$ cat src/rtl/ram_bist_pkg.sv
// Shared types and constants for the RAM march BIST controller.
package ram_bist_pkg;

  // Controller states; the march phases run in declaration order.
  typedef enum logic [2:0] {
    ST_IDLE  = 3'd0,
    ST_WR_P  = 3'd1,
    ST_RD_P  = 3'd2,
    ST_WR_N  = 3'd3,
    ST_RD_N  = 3'd4,
    ST_DRAIN = 3'd5,
    ST_DONE  = 3'd6
  } bist_state_t;

  // Background pattern written in the first phase; its inverse goes in the third.
  localparam logic [31:0] DEFAULT_PATTERN = 32'hA5A5_5A5A;

  // Phase tag carried with each read so a failure can be attributed.
  localparam logic PHASE_PAT = 1'b0;
  localparam logic PHASE_INV = 1'b1;

endpackage

$ cat src/rtl/ram_bist_cmp.sv
// Read-data compare pipeline: tracks the read in flight, compares the RAM
// output one cycle later and accumulates the error count and first failure.
module ram_bist_cmp
  import ram_bist_pkg::*;
#(
  parameter int ADDR_W = 5,
  parameter int DATA_W = 32
) (
  input  logic              clk,
  input  logic              rst,
  input  logic              rd_issue,
  input  logic [DATA_W-1:0] exp_in,
  input  logic [ADDR_W-1:0] addr_in,
  input  logic              phase_in,
  input  logic [DATA_W-1:0] ram_dout,
  input  logic              clear,
  input  logic              flush,
  output logic [ADDR_W+1:0] err_count,
  output logic [ADDR_W-1:0] first_fail_addr,
  output logic              first_fail_phase
);

  localparam logic [ADDR_W+1:0] ERR_ONE = {{(ADDR_W+1){1'b0}}, 1'b1};

  logic              vld_q, vld_d;
  logic [DATA_W-1:0] exp_q, exp_d;
  logic [ADDR_W-1:0] addr_q, addr_d;
  logic              phase_q, phase_d;
  logic [ADDR_W+1:0] err_count_q, err_count_d;
  logic [ADDR_W-1:0] ffa_q, ffa_d;
  logic              ffp_q, ffp_d;
  logic              mismatch;

  // A flushed (aborted) compare must not reach the error counter.
  assign mismatch = vld_q && !flush && (ram_dout != exp_q);

  // Next-state for the in-flight read tag and the result registers.
  always_comb begin
    vld_d       = rd_issue && !flush && !clear;
    exp_d       = exp_q;
    addr_d      = addr_q;
    phase_d     = phase_q;
    err_count_d = err_count_q;
    ffa_d       = ffa_q;
    ffp_d       = ffp_q;
    if (rd_issue) begin
      exp_d   = exp_in;
      addr_d  = addr_in;
      phase_d = phase_in;
    end
    if (clear) begin
      err_count_d = '0;
      ffa_d       = '0;
      ffp_d       = PHASE_PAT;
    end else if (mismatch) begin
      err_count_d = err_count_q + ERR_ONE;
      if (err_count_q == '0) begin
        ffa_d = addr_q;
        ffp_d = phase_q;
      end
    end
  end

  // Register stage with synchronous reset.
  always_ff @(posedge clk) begin
    if (rst) begin
      vld_q       <= 1'b0;
      exp_q       <= '0;
      addr_q      <= '0;
      phase_q     <= PHASE_PAT;
      err_count_q <= '0;
      ffa_q       <= '0;
      ffp_q       <= PHASE_PAT;
    end else begin
      vld_q       <= vld_d;
      exp_q       <= exp_d;
      addr_q      <= addr_d;
      phase_q     <= phase_d;
      err_count_q <= err_count_d;
      ffa_q       <= ffa_d;
      ffp_q       <= ffp_d;
    end
  end

  assign err_count        = err_count_q;
  assign first_fail_addr  = ffa_q;
  assign first_fail_phase = ffp_q;

endmodule

$ cat src/rtl/ram_bist.sv
// March BIST controller for a single-port RAM: write pattern, read pattern,
// write inverse, read inverse descending, then report the results.
module ram_bist
  import ram_bist_pkg::*;
#(
  parameter int                ADDR_W  = 5,
  parameter int                DATA_W  = 32,
  parameter logic [DATA_W-1:0] PATTERN = DATA_W'(DEFAULT_PATTERN)
) (
  input  logic              clk,
  input  logic              rst,
  input  logic              start,
  input  logic              abort,
  output logic              busy,
  output logic              done,
  output logic              pass,
  output logic [ADDR_W+1:0] err_count,
  output logic [ADDR_W-1:0] first_fail_addr,
  output logic              first_fail_phase,
  output logic              ram_cen,
  output logic              ram_wen,
  output logic [ADDR_W-1:0] ram_addr,
  output logic [DATA_W-1:0] ram_din,
  input  logic [DATA_W-1:0] ram_dout
);

  localparam logic [ADDR_W-1:0] ADDR_MAX = '1;
  localparam logic [ADDR_W-1:0] ADDR_ONE = {{(ADDR_W-1){1'b0}}, 1'b1};

  bist_state_t       state_q, state_d;
  logic [ADDR_W-1:0] cnt_q, cnt_d;
  logic              start_ok;
  logic              rd_issue;

  assign busy     = (state_q == ST_WR_P) || (state_q == ST_RD_P) || (state_q == ST_WR_N) ||
                    (state_q == ST_RD_N) || (state_q == ST_DRAIN);
  assign done     = (state_q == ST_DONE);
  assign start_ok = start && ((state_q == ST_IDLE) || (state_q == ST_DONE));
  assign rd_issue = (state_q == ST_RD_P) || (state_q == ST_RD_N);

  // Phase sequencing and address counter; abort overrides any advance.
  always_comb begin
    state_d = state_q;
    cnt_d   = cnt_q;
    unique case (state_q)
      ST_IDLE, ST_DONE: begin
        if (start) begin
          state_d = ST_WR_P;
          cnt_d   = '0;
        end
      end
      ST_WR_P: begin
        if (cnt_q == ADDR_MAX) begin
          state_d = ST_RD_P;
          cnt_d   = '0;
        end else begin
          cnt_d = cnt_q + ADDR_ONE;
        end
      end
      ST_RD_P: begin
        if (cnt_q == ADDR_MAX) begin
          state_d = ST_WR_N;
          cnt_d   = '0;
        end else begin
          cnt_d = cnt_q + ADDR_ONE;
        end
      end
      ST_WR_N: begin
        if (cnt_q == ADDR_MAX) begin
          state_d = ST_RD_N;
          cnt_d   = ADDR_MAX;
        end else begin
          cnt_d = cnt_q + ADDR_ONE;
        end
      end
      ST_RD_N: begin
        if (cnt_q == '0) begin
          state_d = ST_DRAIN;
        end else begin
          cnt_d = cnt_q - ADDR_ONE;
        end
      end
      ST_DRAIN: state_d = ST_DONE;
      default:  state_d = ST_IDLE;
    endcase
    if (busy && abort) begin
      state_d = ST_IDLE;
      cnt_d   = '0;
    end
  end

  // State and counter registers.
  always_ff @(posedge clk) begin
    if (rst) begin
      state_q <= ST_IDLE;
      cnt_q   <= '0;
    end else begin
      state_q <= state_d;
      cnt_q   <= cnt_d;
    end
  end

  // RAM pin decode, driven only from registered state so start/abort never reach the pins.
  always_comb begin
    ram_cen  = 1'b0;
    ram_wen  = 1'b0;
    ram_addr = '0;
    ram_din  = '0;
    unique case (state_q)
      ST_WR_P: begin
        ram_cen  = 1'b1;
        ram_wen  = 1'b1;
        ram_addr = cnt_q;
        ram_din  = PATTERN;
      end
      ST_RD_P, ST_RD_N: begin
        ram_cen  = 1'b1;
        ram_addr = cnt_q;
      end
      ST_WR_N: begin
        ram_cen  = 1'b1;
        ram_wen  = 1'b1;
        ram_addr = cnt_q;
        ram_din  = ~PATTERN;
      end
      default: ;
    endcase
  end

  ram_bist_cmp #(
    .ADDR_W(ADDR_W),
    .DATA_W(DATA_W)
  ) u_cmp (
    .clk             (clk),
    .rst             (rst),
    .rd_issue        (rd_issue),
    .exp_in          ((state_q == ST_RD_N) ? ~PATTERN : PATTERN),
    .addr_in         (cnt_q),
    .phase_in        ((state_q == ST_RD_N) ? PHASE_INV : PHASE_PAT),
    .ram_dout        (ram_dout),
    .clear           (start_ok),
    .flush           (busy && abort),
    .err_count       (err_count),
    .first_fail_addr (first_fail_addr),
    .first_fail_phase(first_fail_phase)
  );

  assign pass = done && (err_count == '0);

endmodule

$ cat config.mk
export PLATFORM = sky130hd
export DESIGN_NAME = ram_bist
export DESIGN_NICKNAME = d
export VERILOG_FILES = /design/src/rtl/ram_bist_pkg.sv /design/src/rtl/ram_bist_cmp.sv /design/src/rtl/ram_bist.sv
export SDC_FILE = /design/constraint.sdc
export NUM_CORES = 1
export LEC_CHECK = 0
export BUFFER_PORTS_ARGS = -buffer_cell sky130_fd_sc_hd__buf_2
export CAP_MARGIN = 10
export CORE_MARGIN = 2
export CORE_UTILIZATION = 45
export CTS_CLUSTER_DIAMETER = 100
export DETAILED_ROUTE_END_ITERATION = 10
export HOLD_SLACK_MARGIN = 0.02
export PLACE_DENSITY = 0.86
export SYNTH_ARGS = -nofsm -noshare
export SYNTH_HDL_FRONTEND = slang
export SYNTH_SLANG_ARGS = --single-unit
$ cat constraint.sdc
create_clock -name clk -period 6.9 [get_ports clk]
set_input_delay 1.38 -clock clk [delete_from_list [all_inputs] [get_ports clk]]
set_output_delay 1.38 -clock clk [all_outputs]
set_load 0.05 [all_outputs]
==> run summary <==
Share of the synthesized area in the top cell type -> 0.2770
DRT Wirelength -> 5153 µm
Pwr Density -> 191.1 nW/µm²
H-tree depth -> 2
Met3 usage -> 0.05139
Detail Route Antenna Nets -> 0
Die Y -> 72.25 µm
Worst EP required -> 5.52 ns
Footprint of the multi-input gates -> 1165 µm²
Yosys warning total -> 0
Antenna cells -> 0
Initial DRC Count -> 164
PortBufs -> 90
Leak -> 1.122 nW
Mapped Cells -> 268
Crit. End Element -> output port
Status -> finished, final reports clean
Worst VDD drop -> 0.1276 mV
Hold EP -> u_cmp.first_fail_addr[1]
Fin. max-slew vios -> 0
CTS clk-pin slew, worst paths -> 0.06 ns
Share of layout cells above drive strength 1 -> 0.3272
GR Util met2 -> 0.3282
Synth area leaders -> dfxtp_1 (28%), buf_4 (11%), mux2i_1 (9.1%)
Clock Skew -> 0.006091 ns
Clock sinks -> 29
EDFF count, synth -> 0
Post-synthesis sequential area ratio -> 0.2770
Core region area -> 4414 µm²
Gr ovfl total -> 0
Netlist cell types -> 47
# rows -> 24
Synthesized area per cell -> 7.820 µm²
Fill count -> 401
Syn Nets -> 311
Reg-to-reg critical path endpoint -> cnt_q[0]
Yosys top cell by area -> dfxtp_1
Max FO, Critical Path -> 21
Worst-Margin Slew -> 0.7320 ns
Number of nets in the layout -> 366
Fin Hold WS -> 0.4563 ns
Setup TNS -> 0 ns
Hold_buf cts -> 0
Total Routing Usage GR -> 0.1992
HPWL Detailed -> 3792 µm
Initial Utilization -> 0.4748
Rel. slew slack -> 0.5120
Unrepaired setup endpoints after global routing -> no
Worst min-delay path category -> flip-flop to flip-flop
Vias in the first global route -> 1,764
Setup violators final -> 0
DRC -> 0
Fin crit period -> 3.446 ns
Post-synthesis cell area -> 2096 µm²
Inserted Clock Buffers -> 5
Die area -> 5219 µm²
CTS tree -> yes
Worst hold path cell count -> 2
Maximum clock rate -> 290.2 MHz
First-pass GRT wire length -> 8211 µm
CP Launch Type -> flip-flop
DRT Pass-1 Iters -> 4
Asr flop ratio synth -> 0
GP Congestion -> 0.8759
Avg WL per Cell -> 13.70 µm
Initial antenna violation count -> 0
Reg area -> 580.6 µm²
CTS resizes -> 0
Min-delay src -> u_cmp.first_fail_addr[1]
Via density -> 5.593
Type of the worst setup path -> flip-flop to output port
Worst r2r src -> state_q[2]
Tcrit/Tclk final -> 0.4995
Post-CTS setup buffers -> 0
GR Util met1 -> 0.2478
Register-to-register path setup slack -> 4.51 ns
Clk Latency, worst-skew pair -> 0.29 ns
Power Total -> 467.2 µW
Max-Cap Viols -> 0
CTS root buf -> clkbuf_8
Clk buf depth -> 2
Worst Path Arrival -> 2.07 ns
I/O Pins -> 91
Die X -> 72.25 µm
DR vias -> 2,103
Prevailing post-synth register cell -> dfxtp_1
R2r worst-path depth -> 5
Busiest layer in global routing -> met2
Seq cells post-synth -> 29
Final hold violation count -> 0
Synthesis-to-layout area growth -> 16.66%
Largest net degree at the start of global routing -> 22
-- worst max-delay path, cell delays in order (launching register included) --
cell	delay, ns
dfxtp_1	0.73
nor2_1	0.18
xnor2_1	0.42
and2_1	0.19
buf_2	0.26
-- worst max-delay path by stage --
stage	to	cells after the start	from	slack [ns]
floorplan	ram_din[11]	4	state_q[0]	2.56
global placement	ram_din[31]	3	state_q[0]	3.44
detailed placement	ram_din[12]	3	state_q[0]	3.31
CTS	ram_din[12]	3	state_q[0]	3.00
global route	ram_addr[3]	4	state_q[1]	3.26
finish	ram_addr[3]	4	state_q[1]	3.45
-- state kept, by name, indices dropped and copies added, names as in the netlist --
signal and flops:
state_q 3, cnt_q 5, u_cmp.err_count 7, u_cmp.addr_q 5
u_cmp.first_fail_addr 5, u_cmp.exp_q 2, u_cmp.vld_q 1, u_cmp.first_fail_phase 1
-- metal layers --
layer / part of all wire / up-vias
met5: 0 / -
met4: 0.017 / 0
met3: 0.091 / 8
met2: 0.46 / 90
met1: 0.43 / 970
li1: - / 1035
-- through the flow --
| step | cell area, µm² | utilization | setup WS, ns | std cells |
|---|---|---|---|---|
| final | 2445 | 0.5539 | 3.454 | 376 |
| after global placement | 2317 | 0.5249 | 3.441 | 367 |
| after detailed placement | 2317 | 0.5249 | 3.313 | 367 |
| after global routing | 2445 | 0.5539 | 3.263 | 376 |
| after floorplan | 2096 | - | 2.559 | 268 |
| after CTS | 2437 | 0.5522 | 3.001 | 375 |
-- cell usage after synthesis (all sizes together), types with 6 or more instances --
library cell and instances:
buf 35, nand2 32, dfxtp 29, mux2i 19, nor2 16, a21oi 14
o21ai 14, inv 13, or4 11, nand4 10, clkbuf 9, nand3 8
ha 7, and2 6
-- final cells by class --
| class | count | area share |
|---|---|---|
| clock inverter | 2 | 0.01535 |
| timing repair buffer | 92 | 0.1904 |
| sequential | 29 | 0.2375 |
| clock buffer | 6 | 0.03378 |
| multi-input combinational | 182 | 0.4765 |
| tap | 52 | 0.02661 |
| inverter | 13 | 0.01996 |
-- cells by family (layout without fill, tap and decap cells) --
| family | count (synthesis) | count (layout) | share of synthesized area |
|---|---|---|---|
| AO/OA/AOI/OAI | 52 | 52 | 0.1576 |
| XOR/XNOR | 4 | 4 | 0.01671 |
| adder cells (fa/ha/maj) | 8 | 8 | 0.04657 |
| buffers and inverters | 57 | 113 | 0.1672 |
| flip-flops | 29 | 29 | 0.2770 |
| multiplexers | 19 | 19 | 0.09075 |
| AND/OR/NAND/NOR | 99 | 99 | 0.2442 |
-- layout by cell type, fill, tap and decap left out, types with 7 or more instances in the layout --
cell,netlist,routed
nand3_1,8,8
inv_1,10,10
nand2_1,32,32
dfxtp_1,29,29
nor2_1,15,15
buf_2,1,90
nand4_1,10,10
o21ai_1,8,8
a21oi_1,14,14
ha_1,7,7
mux2i_1,19,19
or4_1,11,11
-- report_power, final --
| part | internal [mW] | switching [mW] | leakage, nW |
|---|---|---|---|
| logic | 0.0293 | 0.0735 | 0.830 |
| clock network | 0.117 | 0.0709 | 0.0574 |
| registers | 0.170 | 0.00648 | 0.234 |
No activity file was read; power rests on OpenSTA's default activity.
